**src/rtl/instr_dispatcher_pkg.sv**
```systemverilog
// tpu_pkg: instruction format, opcode-class constants and dispatcher state/class types
package tpu_pkg;
  localparam int OPCODE_WIDTH = 8;
  localparam int OPERAND_WIDTH = 24;
  typedef struct packed {
    logic [OPCODE_WIDTH-1:0]  opcode;
    logic [OPERAND_WIDTH-1:0] operand;
  } instr_type;
  localparam instr_type INIT_INSTR = '0;
  localparam logic [7:0] OP_NOP = 8'h00;
  localparam logic [7:0] OP_HALT = 8'h01;
  localparam logic [7:0] OP_SYNC = 8'hFF;
  localparam logic [7:0] OP_WEIGHT_MASK = 8'hF8;
  localparam logic [7:0] OP_WEIGHT_VAL = 8'h08;
  localparam logic [7:0] OP_MATRIX_MASK = 8'hE0;
  localparam logic [7:0] OP_MATRIX_VAL = 8'h20;
  localparam logic [7:0] OP_ACT_MASK = 8'h80;
  localparam logic [7:0] OP_ACT_VAL = 8'h80;
  typedef enum logic [1:0] {S_RUN, S_SYNC_WAIT, S_HALT} dispatch_state_type;
  typedef struct packed {
    logic nop;
    logic halt;
    logic sync;
    logic weight;
    logic matrix;
    logic activation;
    logic illegal;
  } instr_class_type;
endpackage

```
**src/rtl/instr_dispatcher_if.sv**
```systemverilog
// instr_dispatcher_if: look-ahead buffer and control-unit signals of the dispatcher (TPU_DISPATCH_PERF_EN adds perf counters)
interface instr_dispatcher_if;
  import tpu_pkg::*;
  instr_type   instr_in;
  logic        instr_read;
  logic        instr_busy;
  logic        weight_en;
  logic        matrix_en;
  logic        activation_en;
  instr_type   weight_instr;
  instr_type   matrix_instr;
  instr_type   activation_instr;
  logic        weight_busy;
  logic        matrix_busy;
  logic        activation_busy;
  logic        synchronize;
  logic        halted;
  logic        illegal_instr;
`ifdef TPU_DISPATCH_PERF_EN
  logic [31:0] perf_issue_count;
  logic [31:0] perf_stall_count;
`endif
  modport slave (
    input  instr_in, instr_read, weight_busy, matrix_busy, activation_busy,
    output instr_busy, weight_en, matrix_en, activation_en,
           weight_instr, matrix_instr, activation_instr,
           synchronize, halted, illegal_instr
`ifdef TPU_DISPATCH_PERF_EN
  , output perf_issue_count, perf_stall_count
`endif
  );
  modport master (
    output instr_in, instr_read, weight_busy, matrix_busy, activation_busy,
    input  instr_busy, weight_en, matrix_en, activation_en,
           weight_instr, matrix_instr, activation_instr,
           synchronize, halted, illegal_instr
`ifdef TPU_DISPATCH_PERF_EN
  , input perf_issue_count, perf_stall_count
`endif
  );
endinterface

```
**src/rtl/instr_decoder.sv**
```systemverilog
// instr_decoder: opcode to one-hot instruction class
module instr_decoder
  import tpu_pkg::*;
(
  input  logic [OPCODE_WIDTH-1:0] i_opcode,
  output instr_class_type         o_cls
);
  logic w_nop, w_halt, w_sync, w_weight, w_matrix, w_act;
  assign w_nop    = i_opcode == OP_NOP;
  assign w_halt   = i_opcode == OP_HALT;
  assign w_sync   = i_opcode == OP_SYNC;
  assign w_weight = (i_opcode & OP_WEIGHT_MASK) == OP_WEIGHT_VAL;
  assign w_matrix = (i_opcode & OP_MATRIX_MASK) == OP_MATRIX_VAL;
  assign w_act    = ((i_opcode & OP_ACT_MASK) == OP_ACT_VAL) && !w_sync;
  assign o_cls = '{nop: w_nop, halt: w_halt, sync: w_sync, weight: w_weight, matrix: w_matrix,
                   activation: w_act, illegal: !(w_nop | w_halt | w_sync | w_weight | w_matrix | w_act)};
endmodule

```
**src/rtl/instr_dispatcher.sv**
```systemverilog
// instr_dispatcher: issues pending instructions to weight/matrix/activation units; TPU_DISPATCH_PERF_EN adds perf counters
module instr_dispatcher
  import tpu_pkg::*;
(
  input  logic               clk,
  input  logic               rst_n,
  input  logic               enable,
  instr_dispatcher_if.slave  bus
);
  dispatch_state_type r_state, w_state_nxt;
  logic               r_pend_valid;
  instr_type          r_pend_instr;
  logic               r_weight_en, r_matrix_en, r_act_en, r_sync, r_illegal;
  instr_type          r_weight_instr, r_matrix_instr, r_act_instr;
  instr_class_type    w_cls;
  logic               w_idle, w_fire, w_busy, w_load, w_all_idle;

  instr_decoder u_dec (.i_opcode(r_pend_instr.opcode), .o_cls(w_cls));

  // A unit counts as idle only once its strobe has dropped, covering its busy-assert latency
  assign w_idle = w_cls.weight     ? !bus.weight_busy && !r_weight_en :
                  w_cls.matrix     ? !bus.matrix_busy && !r_matrix_en :
                  w_cls.activation ? !bus.activation_busy && !r_act_en :
                  (w_cls.nop | w_cls.illegal | w_cls.halt | w_cls.sync);
  assign w_fire     = r_pend_valid && r_state == S_RUN && w_idle;
  assign w_busy     = r_state != S_RUN || (r_pend_valid && !w_fire);
  assign w_load     = bus.instr_read && !w_busy && enable;
  assign w_all_idle = !(bus.weight_busy | bus.matrix_busy | bus.activation_busy |
                        r_weight_en | r_matrix_en | r_act_en);

  // Next state: sync and halt serialise the stream once they fire
  always_comb begin
    w_state_nxt = r_state;
    if (r_state == S_RUN && w_fire)
      w_state_nxt = w_cls.sync ? S_SYNC_WAIT : w_cls.halt ? S_HALT : S_RUN;
    else if (r_state == S_SYNC_WAIT && w_all_idle)
      w_state_nxt = S_RUN;
  end

  // State register, frozen while enable is low
  always_ff @(posedge clk or negedge rst_n)
    if (!rst_n) r_state <= S_RUN;
    else if (enable) r_state <= w_state_nxt;

  // Pending register, issue strobes, sync pulse and sticky illegal flag
  always_ff @(posedge clk or negedge rst_n)
    if (!rst_n) begin
      r_pend_valid   <= 1'b0;
      r_pend_instr   <= INIT_INSTR;
      r_weight_en    <= 1'b0;
      r_matrix_en    <= 1'b0;
      r_act_en       <= 1'b0;
      r_weight_instr <= INIT_INSTR;
      r_matrix_instr <= INIT_INSTR;
      r_act_instr    <= INIT_INSTR;
      r_sync         <= 1'b0;
      r_illegal      <= 1'b0;
    end else if (enable) begin
      r_pend_valid <= w_load || (r_pend_valid && !w_fire);
      if (w_load) r_pend_instr <= bus.instr_in;
      r_weight_en <= w_fire && w_cls.weight;
      r_matrix_en <= w_fire && w_cls.matrix;
      r_act_en    <= w_fire && w_cls.activation;
      if (w_fire && w_cls.weight) r_weight_instr <= r_pend_instr;
      if (w_fire && w_cls.matrix) r_matrix_instr <= r_pend_instr;
      if (w_fire && w_cls.activation) r_act_instr <= r_pend_instr;
      r_sync <= r_state == S_SYNC_WAIT && w_all_idle;
      if (w_fire && w_cls.illegal) r_illegal <= 1'b1;
    end

  assign bus.instr_busy       = w_busy;
  assign bus.weight_en        = r_weight_en;
  assign bus.matrix_en        = r_matrix_en;
  assign bus.activation_en    = r_act_en;
  assign bus.weight_instr     = r_weight_instr;
  assign bus.matrix_instr     = r_matrix_instr;
  assign bus.activation_instr = r_act_instr;
  assign bus.synchronize      = r_sync;
  assign bus.halted           = r_state == S_HALT;
  assign bus.illegal_instr    = r_illegal;

`ifdef TPU_DISPATCH_PERF_EN
  logic [31:0] r_issue_cnt, r_stall_cnt;
  // Count issue strobes and busy cycles, both wrapping
  always_ff @(posedge clk or negedge rst_n)
    if (!rst_n) begin
      r_issue_cnt <= '0;
      r_stall_cnt <= '0;
    end else if (enable) begin
      if (r_weight_en | r_matrix_en | r_act_en) r_issue_cnt <= r_issue_cnt + 32'd1;
      if (w_busy) r_stall_cnt <= r_stall_cnt + 32'd1;
    end
  assign bus.perf_issue_count = r_issue_cnt;
  assign bus.perf_stall_count = r_stall_cnt;
`endif
endmodule

```
**src/flat_wrapper.sv**
```systemverilog
// flat-port wrapper written by rule: the top's interface ports become plain ports
module instr_dispatcher_flat import tpu_pkg::*;
  (clk, rst_n, enable, bus_instr_in, bus_instr_read, bus_weight_busy, bus_matrix_busy, bus_activation_busy, bus_instr_busy, bus_weight_en, bus_matrix_en, bus_activation_en, bus_weight_instr, bus_matrix_instr, bus_activation_instr, bus_synchronize, bus_halted, bus_illegal_instr);
  instr_dispatcher_if bus_i ();
  input  logic clk;
  input  logic rst_n;
  input  logic enable;
  input wire logic [$bits(bus_i.instr_in)-1:0] bus_instr_in;
  input wire logic [$bits(bus_i.instr_read)-1:0] bus_instr_read;
  input wire logic [$bits(bus_i.weight_busy)-1:0] bus_weight_busy;
  input wire logic [$bits(bus_i.matrix_busy)-1:0] bus_matrix_busy;
  input wire logic [$bits(bus_i.activation_busy)-1:0] bus_activation_busy;
  output wire logic [$bits(bus_i.instr_busy)-1:0] bus_instr_busy;
  output wire logic [$bits(bus_i.weight_en)-1:0] bus_weight_en;
  output wire logic [$bits(bus_i.matrix_en)-1:0] bus_matrix_en;
  output wire logic [$bits(bus_i.activation_en)-1:0] bus_activation_en;
  output wire logic [$bits(bus_i.weight_instr)-1:0] bus_weight_instr;
  output wire logic [$bits(bus_i.matrix_instr)-1:0] bus_matrix_instr;
  output wire logic [$bits(bus_i.activation_instr)-1:0] bus_activation_instr;
  output wire logic [$bits(bus_i.synchronize)-1:0] bus_synchronize;
  output wire logic [$bits(bus_i.halted)-1:0] bus_halted;
  output wire logic [$bits(bus_i.illegal_instr)-1:0] bus_illegal_instr;
  assign bus_i.instr_in = bus_instr_in;
  assign bus_i.instr_read = bus_instr_read;
  assign bus_i.weight_busy = bus_weight_busy;
  assign bus_i.matrix_busy = bus_matrix_busy;
  assign bus_i.activation_busy = bus_activation_busy;
  assign bus_instr_busy = bus_i.instr_busy;
  assign bus_weight_en = bus_i.weight_en;
  assign bus_matrix_en = bus_i.matrix_en;
  assign bus_activation_en = bus_i.activation_en;
  assign bus_weight_instr = bus_i.weight_instr;
  assign bus_matrix_instr = bus_i.matrix_instr;
  assign bus_activation_instr = bus_i.activation_instr;
  assign bus_synchronize = bus_i.synchronize;
  assign bus_halted = bus_i.halted;
  assign bus_illegal_instr = bus_i.illegal_instr;
  instr_dispatcher u_core (.clk(clk), .rst_n(rst_n), .enable(enable), .bus(bus_i));
endmodule
```
**config.mk**
```make
export PLATFORM = sky130hd
export DESIGN_NAME = instr_dispatcher_flat
export DESIGN_NICKNAME = d
export VERILOG_FILES = /design/src/rtl/instr_dispatcher_pkg.sv /design/src/rtl/instr_dispatcher_if.sv /design/src/rtl/instr_decoder.sv /design/src/rtl/instr_dispatcher.sv /design/src/flat_wrapper.sv
export SDC_FILE = /design/constraint.sdc
export NUM_CORES = 1
export LEC_CHECK = 0
export CAP_MARGIN = 20
export CORE_UTILIZATION = 56
export DETAILED_ROUTE_END_ITERATION = 8
export DONT_BUFFER_PORTS = 1
export GPL_ROUTABILITY_DRIVEN = 0
export PLACE_DENSITY_LB_ADDON = 0.3
export SLEW_MARGIN = 20
export SYNTH_ARGS = -nofsm -noshare
export SYNTH_HDL_FRONTEND = slang
export SYNTH_SLANG_ARGS = --single-unit
```
**constraint.sdc**
```tcl
create_clock -name clk -period 2.2 [get_ports clk]
set_input_delay 0.66 -clock clk [delete_from_list [all_inputs] [get_ports clk]]
set_output_delay 0.66 -clock clk [all_outputs]
set_load 0.01 [all_outputs]
```
# After elaboration in Yosys (flattened, before gate mapping)
# Index checks and enable logic that the tools add are counted.
[word_totals] register_bits=136 latch_bits=0 ramBits=0 romBits=0 output_inout_bits=103 word_cells=79 mem_count=0
[classes] n_addsub=0 n_mul=0 n_div=0 n_lt_le_gt_ge=0 eq_ne=6 shifts=0 n_mux=7 bitwise=13 n_reduce_logical=38
[op_table] cell="$logic_and A1 B1 Y1" n=15
[op_table] cell="$or A1 B1 Y1" n=13
[op_table] cell="$reduce_and A2 Y1" n=6
[op_table] cell="$logic_not A1 Y1" n=11
[op_table] cell="$eq A8 B1 Y1 const B" n=1
[op_table] cell="$eq A8 B8 Y1 const B" n=1
[op_table] cell="$logic_not A8 Y1" n=1
[op_table] cell="$mux W2" n=4
[op_table] cell="$eq A5 B1 Y1 const B" n=1
[op_table] cell="$reduce_bool A2 Y1" n=2
[op_table] cell="$eq A3 B1 Y1 const B" n=1
[op_table] cell="$mux W1" n=3
[op_table] cell="$eq A2 B1 Y1 const B" n=1
[op_table] cell="$eq A2 B2 Y1 const B" n=1
[op_table] cell="$logic_not A2 Y1" n=1
[op_table] cell="$logic_or A1 B1 Y1" n=2

# Logic depth before layout (Yosys ltp)
[depth] word_depth=21 ltp_mapped=7 mapped_depth_nobuf=5

# Modules after synthesis
# A second synthesis with hierarchy kept.
[hier_totals] cells_unflattened=339 hier_area_um2=5351.4
[by_module_without_submodules] mod="instr_dispatcher" n_inst=1 cells_per_inst=316 area_per_inst_um2=5218.8 seq_area_each_um2=3403.3
[by_module_without_submodules] mod="instr_decoder" n_inst=1 cells_per_inst=23 area_per_inst_um2=132.6 seq_area_each_um2=0.0

# Worst setup path after synthesis
# No wires, ideal clock.
[synth_path] path_type="reg-to-output" start="register u_core.r_pend_instr[31] (netlist bit)" end="output bus_instr_busy" arrival_time_ns=1.509 slack_ns=0.031 path_stages_with_launch=5 path_buffers=0 path_cell_list="dfrtp_1 nor4_2 a32o_2 a21oi_1 a211o_1"
[synth_via] elab_chain_cells=17 word_cells_on_any_way=23
[synth_rtl] item="start, declared" line_no="instr_dispatcher.sv:12" rtl="instr_type r_pend_instr;"
[synth_rtl] item="start signal, assigned" line_no="instr_dispatcher.sv:60" rtl="if (w_load) r_pend_instr <= bus.instr_in;"
[synth_rtl] item="$eq A8 B1 Y1 or $logic_not A8 Y1 (tied branches)" line_no="instr_decoder.sv:10, instr_decoder.sv:9"
[synth_rtl] item="$or A1 B1 Y1 (5 in a row)" line_no="instr_decoder.sv:16" rtl="activation: w_act, illegal: !(w_nop | w_halt | w_sync | w_weight | w_matrix | w_act)};"
[synth_rtl] item="$logic_not A1 Y1" line_no="instr_decoder.sv:16"
[synth_rtl] item="$or A1 B1 Y1 (3 in a row)" line_no="instr_dispatcher.sv:24" rtl="(w_cls.nop | w_cls.illegal | w_cls.halt | w_cls.sync);"
[synth_rtl] item="$mux W1" line_no="instr_dispatcher.sv:23" rtl="w_cls.activation ? !bus.activation_busy && !r_act_en :"
[synth_rtl] item="$mux W1" line_no="instr_dispatcher.sv:22" rtl="w_cls.matrix ? !bus.matrix_busy && !r_matrix_en :"
[synth_rtl] item="$mux W1 (*)" line_no="instr_dispatcher.sv:21" rtl="assign w_idle = w_cls.weight ? !bus.weight_busy && !r_weight_en :"
[synth_rtl] item="$logic_and A1 B1 Y1 (*)" line_no="instr_dispatcher.sv:25" rtl="assign w_fire = r_pend_valid && r_state == S_RUN && w_idle;"
[synth_rtl] item="$logic_not A1 Y1 (*)" line_no="instr_dispatcher.sv:26" rtl="assign w_busy = r_state != S_RUN || (r_pend_valid && !w_fire);"
[synth_rtl] item="$logic_and A1 B1 Y1 (*)" line_no="instr_dispatcher.sv:26"
[synth_rtl] item="$logic_or A1 B1 Y1 (*)" line_no="instr_dispatcher.sv:26"
[synth_rtl] item="end, declared" line_no="flat_wrapper.sv:13" rtl="output wire logic [$bits(bus_i.instr_busy)-1:0] bus_instr_busy;"
# Every way passes the cells marked *; elsewhere a longest branch is shown, timed or not.

# Worst setup path in the final report
# Ends and elaborated chain as after synthesis.

==> reports/qor.yml <==
route.detailed.drc: 0
holdWs_ns: -0.147
crit_fanout: 3
power_density_mw_per_mm2: 1560
crit_arrival_ns: 1.86
cts.sinks: 136
design.die.area_mm2: 0.00989
max-vdd-ir-drop_mv: 0.731
grt_pass1_vias: 3023
dp_hpwl_um: 6520
core_area_mm2: 0.00924
h-tree-depth: 4
cp-end-kind: "output pin"
finalCritPeriodShare: 1.15
diodes: 0
finalSetupViolations: 1
nets: 388
r2r_cells: 7
grt_start_max_net_pins: 137
rows: 35
p_leak_nw: 2.89
startpoint_type: "register"
yosysSeqAreaShare: 0.640
max_freq_ghz: 0.396
initial_core_util: 0.575
placed_area_mm2: 0.00555
dr.pass1.iters: 4
maxCapViolations: 0
yosys_warnings: 0
violations: "negative hold slack, negative setup slack"
stdcell_count: 491
final.min_clock_period_ns: 2.52
rsz0062_at_grt: "yes"
grt_antenna_before_repair: 0
antenna_left: 0
dp.cells: 457
grt_pass1_wl_um: 16200
hold_path.class: "input port to asynchronous set/reset pin"
grtUsageTotal: 0.220
io_buffers: 0
path_clk_slew_ns: 0.06
max_slew.worst_pin.slew_ns: 0.329
clk-insertion-delay-late_ns: 0.50
yosys.cell_types.count: 32
clock_path_buffers: 2
die_y_um: 99.4
ys_ff_latch: 136
syn_to_final_growth_pct: 15.3
wl_per_cell_um: 21.1
fillCellCount: 642
skew_ns: 0.00955
avgSynthCellArea_um2: 16.5
syn-cell-area_mm2: 0.00532
crit_type: "register to output pin"
cts_tree: "built"
viasPerCell: 5.71
hold_viol: 136
worst_slack_ns: -0.325
drv_slew: 0
ios: 142
slew_headroom: 0.781
root_buffer: "clkbuf_8"
die_w_um: 99.4
cts_inserted_buffers: 17
status: "finished with violations"
vias: 2805
crit_required_ns: 1.54
design_area_mm2: 0.00613
syn_inst: 323
first_iter_violations: 80
layout-drive-gt1-share: 0.500
syn-num-nets: 362
overflow: 0
wirelength_um: 10400
==> metrics by stage <==
| step | setup TNS, ns | power (mW) | worst slack (ns) | util |
|---|---|---|---|---|
| floorplan | 0 | 6.27 | 0.0307 | - |
| global placement | 0 | 6.81 | 0.134 | 0.601 |
| detailed placement | 0 | 6.94 | 0.104 | 0.601 |
| CTS | -0.335 | 9.63 | -0.335 | 0.662 |
| global route | -0.403 | 10.0 | -0.403 | 0.664 |
| finish | -0.325 | 9.55 | -0.325 | 0.664 |
==> routing by layer <==
metal  global-route usage  vias to the layer above  routed length (um)
li1                     -                     1210                   -
met1                0.268                     1478                4230
met2                0.356                      105                5160
met3               0.0829                       12                 822
met4               0.0871                        0                 137
met5                    0                        -                   0
==> timing repair <==
| item | CTS | global route |
|---|---|---|
| resized for setup | 2 | 3 |
| buffers inserted | 1 | 1 |
| endpoints found under the hold margin | 136 | 136 |
| pin swaps | 1 | 0 |
| setup endpoints to repair | 1 | 1 |
==> where the power goes <==
| group | leakage (nW) | switching [mW] | internal, mW |
|---|---|---|---|
| Clock | 0.267 | 1.03 | 1.59 |
| Combinational | 0.920 | 0.703 | 1.36 |
| Sequential | 1.70 | 1.26 | 3.61 |
| Total | 2.89 | 3.00 | 6.55 |
==> registers in the layout (all words and copies together) (netlist names) <==
name	cells
u_core.bus.activation_instr	32
u_core.bus.activation_en	1
u_core.r_state	2
u_core.bus.matrix_instr	32
u_core.bus.matrix_en	1
u_core.r_pend_instr	32
u_core.bus.weight_instr	32
u_core.r_pend_valid	1
u_core.bus.weight_en	1
u_core.bus.synchronize	1
u_core.bus.illegal_instr	1
==> final cells by class <==
type | instances | area (um^2) | share of cell area
clock inverters | 10 | 93.8 | 0.0153
clock buffers | 22 | 463 | 0.0755
repair buffers | 21 | 195 | 0.0318
well taps | 129 | 161 | 0.0263
inverters | 5 | 18.8 | 0.00306
multi-input cells | 168 | 1790 | 0.293
flip-flops and latches | 136 | 3410 | 0.555
==> cell families after synthesis <==
kind of cell           Yosys count  synth area share
muxes                          119             0.273
DFF                            136             0.640
buffers and inverters           19            0.0252
AOI/OAI and AO/OA               16            0.0240
and+or+nand+nor                 33            0.0376
==> Yosys cell counts <==
cell,n,area (um^2)
and3_1,2,12.5
nand2b_1,3,18.8
a31o_2,1,8.76
mux2_2,89,1000
a41o_1,1,10.0
buf_12,3,60.1
and2_1,6,37.5
buf_4,1,7.51
clkbuf_1,2,7.51
nand4b_1,1,8.76
inv_1,5,18.8
o21ai_0,4,20.0
a211o_1,1,8.76
o21a_1,1,7.51
nand3_1,2,10.0
nand3b_1,1,7.51
a32o_2,1,11.3
nand4_1,4,25.0
nor4_2,1,12.5
nor3_1,2,10.0
a22o_1,1,8.76
buf_2,8,40.0
nand4_2,1,12.5
o32a_1,1,10.0
mux2_4,30,450
o22ai_1,1,6.26
nor2b_1,3,18.8
o311a_4,1,21.3
a21oi_1,2,10.0
dfrtp_1,136,3400
nor2_1,7,26.3
o21ai_1,1,5.00
==> worst paths after layout <==
check,start,to,slack [ns]
hold / removal,rst_n,u_core.r_pend_instr[31],-0.15
hold reg to reg,u_core.bus.weight_instr[27],u_core.bus.weight_instr[27],0.54
min in group clk,enable,u_core.bus.matrix_en,0.26
setup reg to reg,u_core.r_pend_instr[31],u_core.r_pend_instr[7],0.21
setup / recovery,u_core.r_pend_instr[31],bus_instr_busy,-0.32
max in group asynchronous,rst_n,u_core.r_state[1],2.15
==> placed cells by master (no fill, tap or decap), drive strengths merged, types with 2 or more instances in the layout <==
cell        n
inv         6
mux2      119
and3        2
nand3       2
nor2        7
clkbuf     22
buf        21
nand2b      3
a21oi       2
and2        6
clkinv      5
dfrtp     136
nor2b       3
nor3        2
o21ai       5
clkinvlp    3
nand4       5
==> worst max-delay path: stages, from the launching register on <==
cell and delay (ns):
dfrtp_1 0.39, nor4_2 0.27, buf_4 0.16, a32o_2 0.16
a21oi_2 0.08, a211o_1 0.30
(Power assumes the default switching activity.)
